### src/rtl/vga_pkg.sv
// Shared 640x480@60 timing constants, frame-length derivation and the scan FSM
// state type used by the VGA timing controller.
package vga_pkg;

  localparam int CNT_W = 10;

  localparam int CLK_DIV_DEF  = 4;
  localparam int H_ACTIVE_DEF = 640;
  localparam int H_FP_DEF     = 16;
  localparam int H_SYNC_DEF   = 96;
  localparam int H_BP_DEF     = 48;
  localparam int V_ACTIVE_DEF = 480;
  localparam int V_FP_DEF     = 10;
  localparam int V_SYNC_DEF   = 2;
  localparam int V_BP_DEF     = 33;

  function automatic int scan_total(input int active, input int fp, input int sync, input int bp);
    return active + fp + sync + bp;
  endfunction

  localparam int H_TOTAL_DEF = scan_total(H_ACTIVE_DEF, H_FP_DEF, H_SYNC_DEF, H_BP_DEF);
  localparam int V_TOTAL_DEF = scan_total(V_ACTIVE_DEF, V_FP_DEF, V_SYNC_DEF, V_BP_DEF);

  typedef enum logic [1:0] {
    ST_IDLE  = 2'd0,
    ST_RUN   = 2'd1,
    ST_DRAIN = 2'd2
  } vga_state_e;

  function automatic logic in_window(input logic [CNT_W-1:0] v,
                                     input logic [CNT_W-1:0] lo,
                                     input logic [CNT_W-1:0] hi);
    return (v >= lo) && (v <= hi);
  endfunction

endpackage

### src/rtl/vga_pix_tick.sv
// Pixel-rate prescaler: counts clk_i cycles while the scan runs and flags the
// last cycle of each pixel period.
module vga_pix_tick
  import vga_pkg::*;
#(
  parameter int CLK_DIV = CLK_DIV_DEF
) (
  input  logic clk_i,
  input  logic rst_i,
  input  logic run,
  output logic tick
);

  localparam int            PW   = (CLK_DIV > 1) ? $clog2(CLK_DIV) : 1;
  localparam logic [PW-1:0] LAST = PW'(CLK_DIV - 1);

  logic [PW-1:0] cnt_q, cnt_d;

  assign tick = run && (cnt_q == LAST);

  // Held at zero outside the scan so the first pixel after a start is full length.
  always_comb begin
    cnt_d = '0;
    if (run && !tick) cnt_d = cnt_q + PW'(1);
  end

  always_ff @(posedge clk_i or negedge rst_i) begin
    if (!rst_i) cnt_q <= '0;
    else        cnt_q <= cnt_d;
  end

endmodule

### src/rtl/vga_timing_ctrl.sv
// VGA raster timing generator: IDLE/RUN/DRAIN scan FSM, pixel/line counters
// and registered sync/blank decode derived from the next-state counters.
module vga_timing_ctrl
  import vga_pkg::*;
#(
  parameter int CLK_DIV  = CLK_DIV_DEF,
  parameter int H_ACTIVE = H_ACTIVE_DEF,
  parameter int H_FP     = H_FP_DEF,
  parameter int H_SYNC   = H_SYNC_DEF,
  parameter int H_BP     = H_BP_DEF,
  parameter int V_ACTIVE = V_ACTIVE_DEF,
  parameter int V_FP     = V_FP_DEF,
  parameter int V_SYNC   = V_SYNC_DEF,
  parameter int V_BP     = V_BP_DEF
) (
  input  logic             clk_i,
  input  logic             rst_i,
  input  logic             en_i,
  output logic             hsync_o,
  output logic             vsync_o,
  output logic             video_on_o,
  output logic [CNT_W-1:0] pix_x_o,
  output logic [CNT_W-1:0] pix_y_o,
  output logic             tick_o,
  output logic             line_o,
  output logic             frame_o,
  output logic             busy_o
);

  localparam int H_TOTAL = scan_total(H_ACTIVE, H_FP, H_SYNC, H_BP);
  localparam int V_TOTAL = scan_total(V_ACTIVE, V_FP, V_SYNC, V_BP);

  localparam logic [CNT_W-1:0] H_LAST   = CNT_W'(H_TOTAL - 1);
  localparam logic [CNT_W-1:0] V_LAST   = CNT_W'(V_TOTAL - 1);
  localparam logic [CNT_W-1:0] H_ACT    = CNT_W'(H_ACTIVE);
  localparam logic [CNT_W-1:0] V_ACT    = CNT_W'(V_ACTIVE);
  localparam logic [CNT_W-1:0] HS_FIRST = CNT_W'(H_ACTIVE + H_FP);
  localparam logic [CNT_W-1:0] HS_LAST  = CNT_W'(H_ACTIVE + H_FP + H_SYNC - 1);
  localparam logic [CNT_W-1:0] VS_FIRST = CNT_W'(V_ACTIVE + V_FP);
  localparam logic [CNT_W-1:0] VS_LAST  = CNT_W'(V_ACTIVE + V_FP + V_SYNC - 1);

  vga_state_e       state_q, state_d;
  logic [CNT_W-1:0] x_q, x_d, y_q, y_d;
  logic             hsync_q, hsync_d, vsync_q, vsync_d, video_q, video_d;
  logic             tick_q, tick_d, line_q, line_d, frame_q, frame_d, busy_q, busy_d;
  logic             run, pix_tick, at_end;

  assign run    = (state_q != ST_IDLE);
  assign at_end = (x_q == H_LAST) && (y_q == V_LAST);

  vga_pix_tick #(
    .CLK_DIV (CLK_DIV)
  ) u_pix_tick (
    .clk_i (clk_i),
    .rst_i (rst_i),
    .run   (run),
    .tick  (pix_tick)
  );

  always_comb begin
    state_d = state_q;
    x_d     = x_q;
    y_d     = y_q;
    tick_d  = 1'b0;
    line_d  = 1'b0;
    frame_d = 1'b0;
    case (state_q)
      ST_IDLE: begin
        x_d = '0;
        y_d = '0;
        if (en_i) begin
          state_d = ST_RUN;
          frame_d = 1'b1;
        end
      end
      ST_RUN, ST_DRAIN: begin
        if (pix_tick) begin
          tick_d = 1'b1;
          if (x_q == H_LAST) begin
            x_d    = '0;
            line_d = 1'b1;
            y_d    = (y_q == V_LAST) ? '0 : y_q + CNT_W'(1);
          end else begin
            x_d = x_q + CNT_W'(1);
          end
        end
        // The frame-wrap tick either starts the next frame or ends the scan quietly.
        if (pix_tick && at_end) begin
          if (state_q == ST_RUN && en_i) begin
            frame_d = 1'b1;
          end else begin
            state_d = ST_IDLE;
            tick_d  = 1'b0;
            line_d  = 1'b0;
          end
        end else if (state_q == ST_RUN && !en_i) begin
          state_d = ST_DRAIN;
        end else if (state_q == ST_DRAIN && en_i) begin
          state_d = ST_RUN;
        end
      end
      default: state_d = ST_IDLE;
    endcase

    busy_d  = (state_d != ST_IDLE);
    hsync_d = !(busy_d && in_window(x_d, HS_FIRST, HS_LAST));
    vsync_d = !(busy_d && in_window(y_d, VS_FIRST, VS_LAST));
    video_d = busy_d && (x_d < H_ACT) && (y_d < V_ACT);
  end

  always_ff @(posedge clk_i or negedge rst_i) begin
    if (!rst_i) begin
      state_q <= ST_IDLE;
      x_q     <= '0;
      y_q     <= '0;
      hsync_q <= 1'b1;
      vsync_q <= 1'b1;
      video_q <= 1'b0;
      tick_q  <= 1'b0;
      line_q  <= 1'b0;
      frame_q <= 1'b0;
      busy_q  <= 1'b0;
    end else begin
      state_q <= state_d;
      x_q     <= x_d;
      y_q     <= y_d;
      hsync_q <= hsync_d;
      vsync_q <= vsync_d;
      video_q <= video_d;
      tick_q  <= tick_d;
      line_q  <= line_d;
      frame_q <= frame_d;
      busy_q  <= busy_d;
    end
  end

  assign hsync_o    = hsync_q;
  assign vsync_o    = vsync_q;
  assign video_on_o = video_q;
  assign pix_x_o    = x_q;
  assign pix_y_o    = y_q;
  assign tick_o     = tick_q;
  assign line_o     = line_q;
  assign frame_o    = frame_q;
  assign busy_o     = busy_q;

endmodule

### config.mk
export PLATFORM = sky130hd
export DESIGN_NAME = vga_timing_ctrl
export DESIGN_NICKNAME = d
export VERILOG_FILES = /design/src/rtl/vga_pkg.sv /design/src/rtl/vga_pix_tick.sv /design/src/rtl/vga_timing_ctrl.sv
export SDC_FILE = /design/constraint.sdc
export NUM_CORES = 1
export LEC_CHECK = 0
export ABC_AREA = 1
export BUFFER_PORTS_ARGS = -buffer_cell sky130_fd_sc_hd__buf_2
export CAP_MARGIN = 15
export CORE_ASPECT_RATIO = 0.7
export CORE_MARGIN = 5
export CORE_UTILIZATION = 50
export CTS_CLUSTER_DIAMETER = 100
export DETAILED_ROUTE_END_ITERATION = 8
export HOLD_SLACK_MARGIN = 0.05
export PLACE_DENSITY = 0.72
export REMOVE_ABC_BUFFERS = 1
export SYNTH_ARGS = -nofsm -noshare
export SYNTH_HDL_FRONTEND = slang
export SYNTH_SLANG_ARGS = --single-unit
### constraint.sdc
create_clock -name clk_i -period 2.3 [get_ports clk_i]
set_clock_uncertainty 0.15 [all_clocks]
set_input_delay 0.23 -clock clk_i [delete_from_list [all_inputs] [get_ports clk_i]]
set_output_delay 0.23 -clock clk_i [all_outputs]
set_load 0.02 [all_outputs]
==> flow_metrics.env <==
export IMPL_htreeDepth=2
export IMPL_diodes=0
export IMPL_grt_pass1_vias=1814
export IMPL_stdcell_count=391
export IMPL_rows=19
export IMPL_synthToLayoutAreaGrowth_pct=25.44
export IMPL_dr_first_iter_drc_count=159
export IMPL_vias=1950
export IMPL_arrival_ns=2.21
export IMPL_place_hpwl_um=3946
export IMPL_fillers=356
export IMPL_fp_dieH_um=63.78
export IMPL_final_cell_mix="59 x nand2_1, 41 x inv_1, 39 x nor2_1, 34 x nand3_1"
export IMPL_slew_headroom=0.5274
export IMPL_setup_violations=0
export IMPL_drtAntennaViolNets=0
export IMPL_synthCells=283
export IMPL_nets=349
export IMPL_initial_core_util=0.5235
export IMPL_endpoint_kind="flop"
export IMPL_synth_async_reset_ratio=1.000
export IMPL_cts_sinks=31
export IMPL_vdd_ir_drop_max_mv=0.7566
export IMPL_setup_tns_ns=0
export IMPL_critPathRequiredTime_ns=2.36
export IMPL_cts_buffers=5
export IMPL_cts_max_path_buffers=2
export IMPL_cts_tree="yes"
export IMPL_drt_total_wl_um=5138
export IMPL_rsz0062_at_grt="false"
export IMPL_antenna_found_initial=0
export IMPL_core_area_um2=3946
export IMPL_grt_overflow_total=0
export IMPL_syn_area_per_cell_um2=7.299
export IMPL_cp_max_fo=5
export IMPL_port_buffers=29
export IMPL_fmax_mhz=465.0
export IMPL_clk_pin_slew_ns=0.07
export IMPL_drc_errors=0
export IMPL_hold_viol=0
export IMPL_ys_ff_latch=31
export IMPL_final_common_cell="nand2_1"
export IMPL_min_path_type="in2reg"
export IMPL_layout_drive_gt1_share=0.3038
export IMPL_first_pass_iters=5
export IMPL_finalCriticalPeriod_ns=2.150
export IMPL_grt_use_total=0.1984
export IMPL_synth_cell_types=36
export IMPL_max_slew_worst_pin_slew_ns=0.7089
export IMPL_yosysSeqAreaShare=0.3767
export IMPL_status="finished, final reports clean"
export IMPL_synth_ff_type="dfrtp_1"
export IMPL_leakage_nw=1.405
export IMPL_synth_edff_count=0
export IMPL_ctsRootBufferMaster="clkbuf_8"
export IMPL_clk_latency_ns=0.28
export IMPL_post_place_cells=379
export IMPL_io_pins=30
export IMPL_fin_crit_sh=0.9350
export IMPL_dieWidth_um=86.83
export IMPL_worst_hold_slack_ns=0.1255
export IMPL_viasPerCell=4.987
export IMPL_grt_max_degree=32
export IMPL_start_kind="flop"
export IMPL_synth_area_um2=2066
export IMPL_grt_pass1_wl_um=8783
export IMPL_die_area_um2=5538
export IMPL_wl_per_cell_um=13.14
export IMPL_critical_path_class="reg2reg"
export IMPL_synth_warnings=0
export IMPL_cellPowerDensity_nw_per_um2=841.0
export IMPL_maxSlewViolCount=0
export IMPL_drv_cap=0
export IMPL_gp_congestion=0.9061
==> stage by stage <==
step,setup WS [ns],util,power [mW],area [um^2]
2_1_floorplan,0.2797,-,1.148,2052
3_3_place_gp,0.06361,0.6037,1.457,2382
3_5_place_dp,0.009819,0.6037,1.469,2382
4_1_cts,0.05704,0.6367,2.045,2512
5_1_grt,0.0009388,0.6566,2.307,2591
6_report,0.1495,0.6566,2.179,2591
==> critical path: stages (launching register included) <==
cell     delay (ns)
dfrtp_1        0.42
inv_2          0.07
ha_2           0.20
inv_2          0.07
nand2_4        0.08
buf_4          0.17
nor2_2         0.11
nand2_2        0.11
nor2_4         0.15
nand3_1        0.08
nand2_1        0.08
nor2_2         0.04
nand2_2        0.12
nand3_1        0.09
nor2_1         0.12
==> repair_timing <==
| item | CTS | global route |
|---|---|---|
| gates resized for setup | 1 | 14 |
| pin swaps | 0 | 3 |
| setup buffers | 0 | 3 |
| hold endpoints to repair | 29 | 0 |
| hold buffers | 1 | 0 |
| endpoints found under the setup margin | 1 | 3 |
==> kinds of logic (layout without fill, tap and decap cells) <==
kind of cell	count (synthesis)	in the layout	synth area share
XOR/XNOR	3	3	0.01272
AO/OA/AOI/OAI	18	18	0.06057
adder cells (fa/ha/maj)	8	8	0.04846
AND/OR/NAND/NOR	170	170	0.3967
buffers and inverters	53	109	0.1048
flip-flops	31	31	0.3767
==> synthesized netlist by cell type, types with 2 or more instances <==
library cell / instances / share of area
nor2_4: 4 / 0.022
nand2_1: 61 / 0.11
a21oi_1: 3 / 0.0073
nand4_1: 5 / 0.015
nor2_1: 42 / 0.076
inv_2: 7 / 0.013
nand2_2: 4 / 0.012
xor2_1: 2 / 0.0085
nand3_1: 34 / 0.082
inv_1: 43 / 0.078
dfstp_2: 2 / 0.025
nor2_2: 11 / 0.033
dfrtp_1: 29 / 0.35
o21ai_0: 7 / 0.017
ha_1: 8 / 0.048
==> layer usage <==
metal	vias to the layer above	GRT usage	share of wire
met4	0	0.02918	0.0070
met3	4	0.04621	0.064
met5	-	0	0
met2	55	0.2907	0.43
met1	895	0.3032	0.50
li1	996	-	-
==> final cells by class <==
| type | instances | area (um^2) | area share |
|---|---|---|---|
| multi-input cells | 199 | 1117 | 0.4312 |
| flip-flops and latches | 31 | 778.2 | 0.3003 |
| repair buffers | 49 | 310.3 | 0.1197 |
| inverters | 52 | 202.7 | 0.07822 |
| clock buffers | 6 | 82.58 | 0.03187 |
| well taps | 52 | 65.06 | 0.02511 |
| clock inverters | 2 | 35.03 | 0.01352 |
==> power by group <==
group,internal (mW),leakage [nW],switching (mW)
combinational,0.415,0.928,0.567
clock,0.350,0.0612,0.206
sequential,0.606,0.416,0.0346
total,1.37,1.40,0.808
==> registers in the layout (all words and copies together), names as in the netlist <==
register	count
busy_o	1
frame_o	1
hsync_o	1
line_o	1
pix_x_o	10
pix_y_o	10
state_q	2
tick_o	1
u_pix_tick.cnt_q	2
video_on_o	1
vsync_o	1
==> final timing paths <==
kind | start | end | slack (ns) | cells past startpoint
max | state_q[0] | video_on_o | 0.15 | 14
min | en_i | frame_o | 0.13 | 2
max reg2reg | state_q[0] | video_on_o | 0.15 | 14
min reg2reg | u_pix_tick.cnt_q[0] | u_pix_tick.cnt_q[0] | 0.29 | 1
max in group asynchronous | rst_i | pix_x_o[7] | 1.15 | 2
min in group asynchronous | rst_i | state_q[0] | 0.38 | 2
No activity file was read; power rests on OpenSTA's default activity.
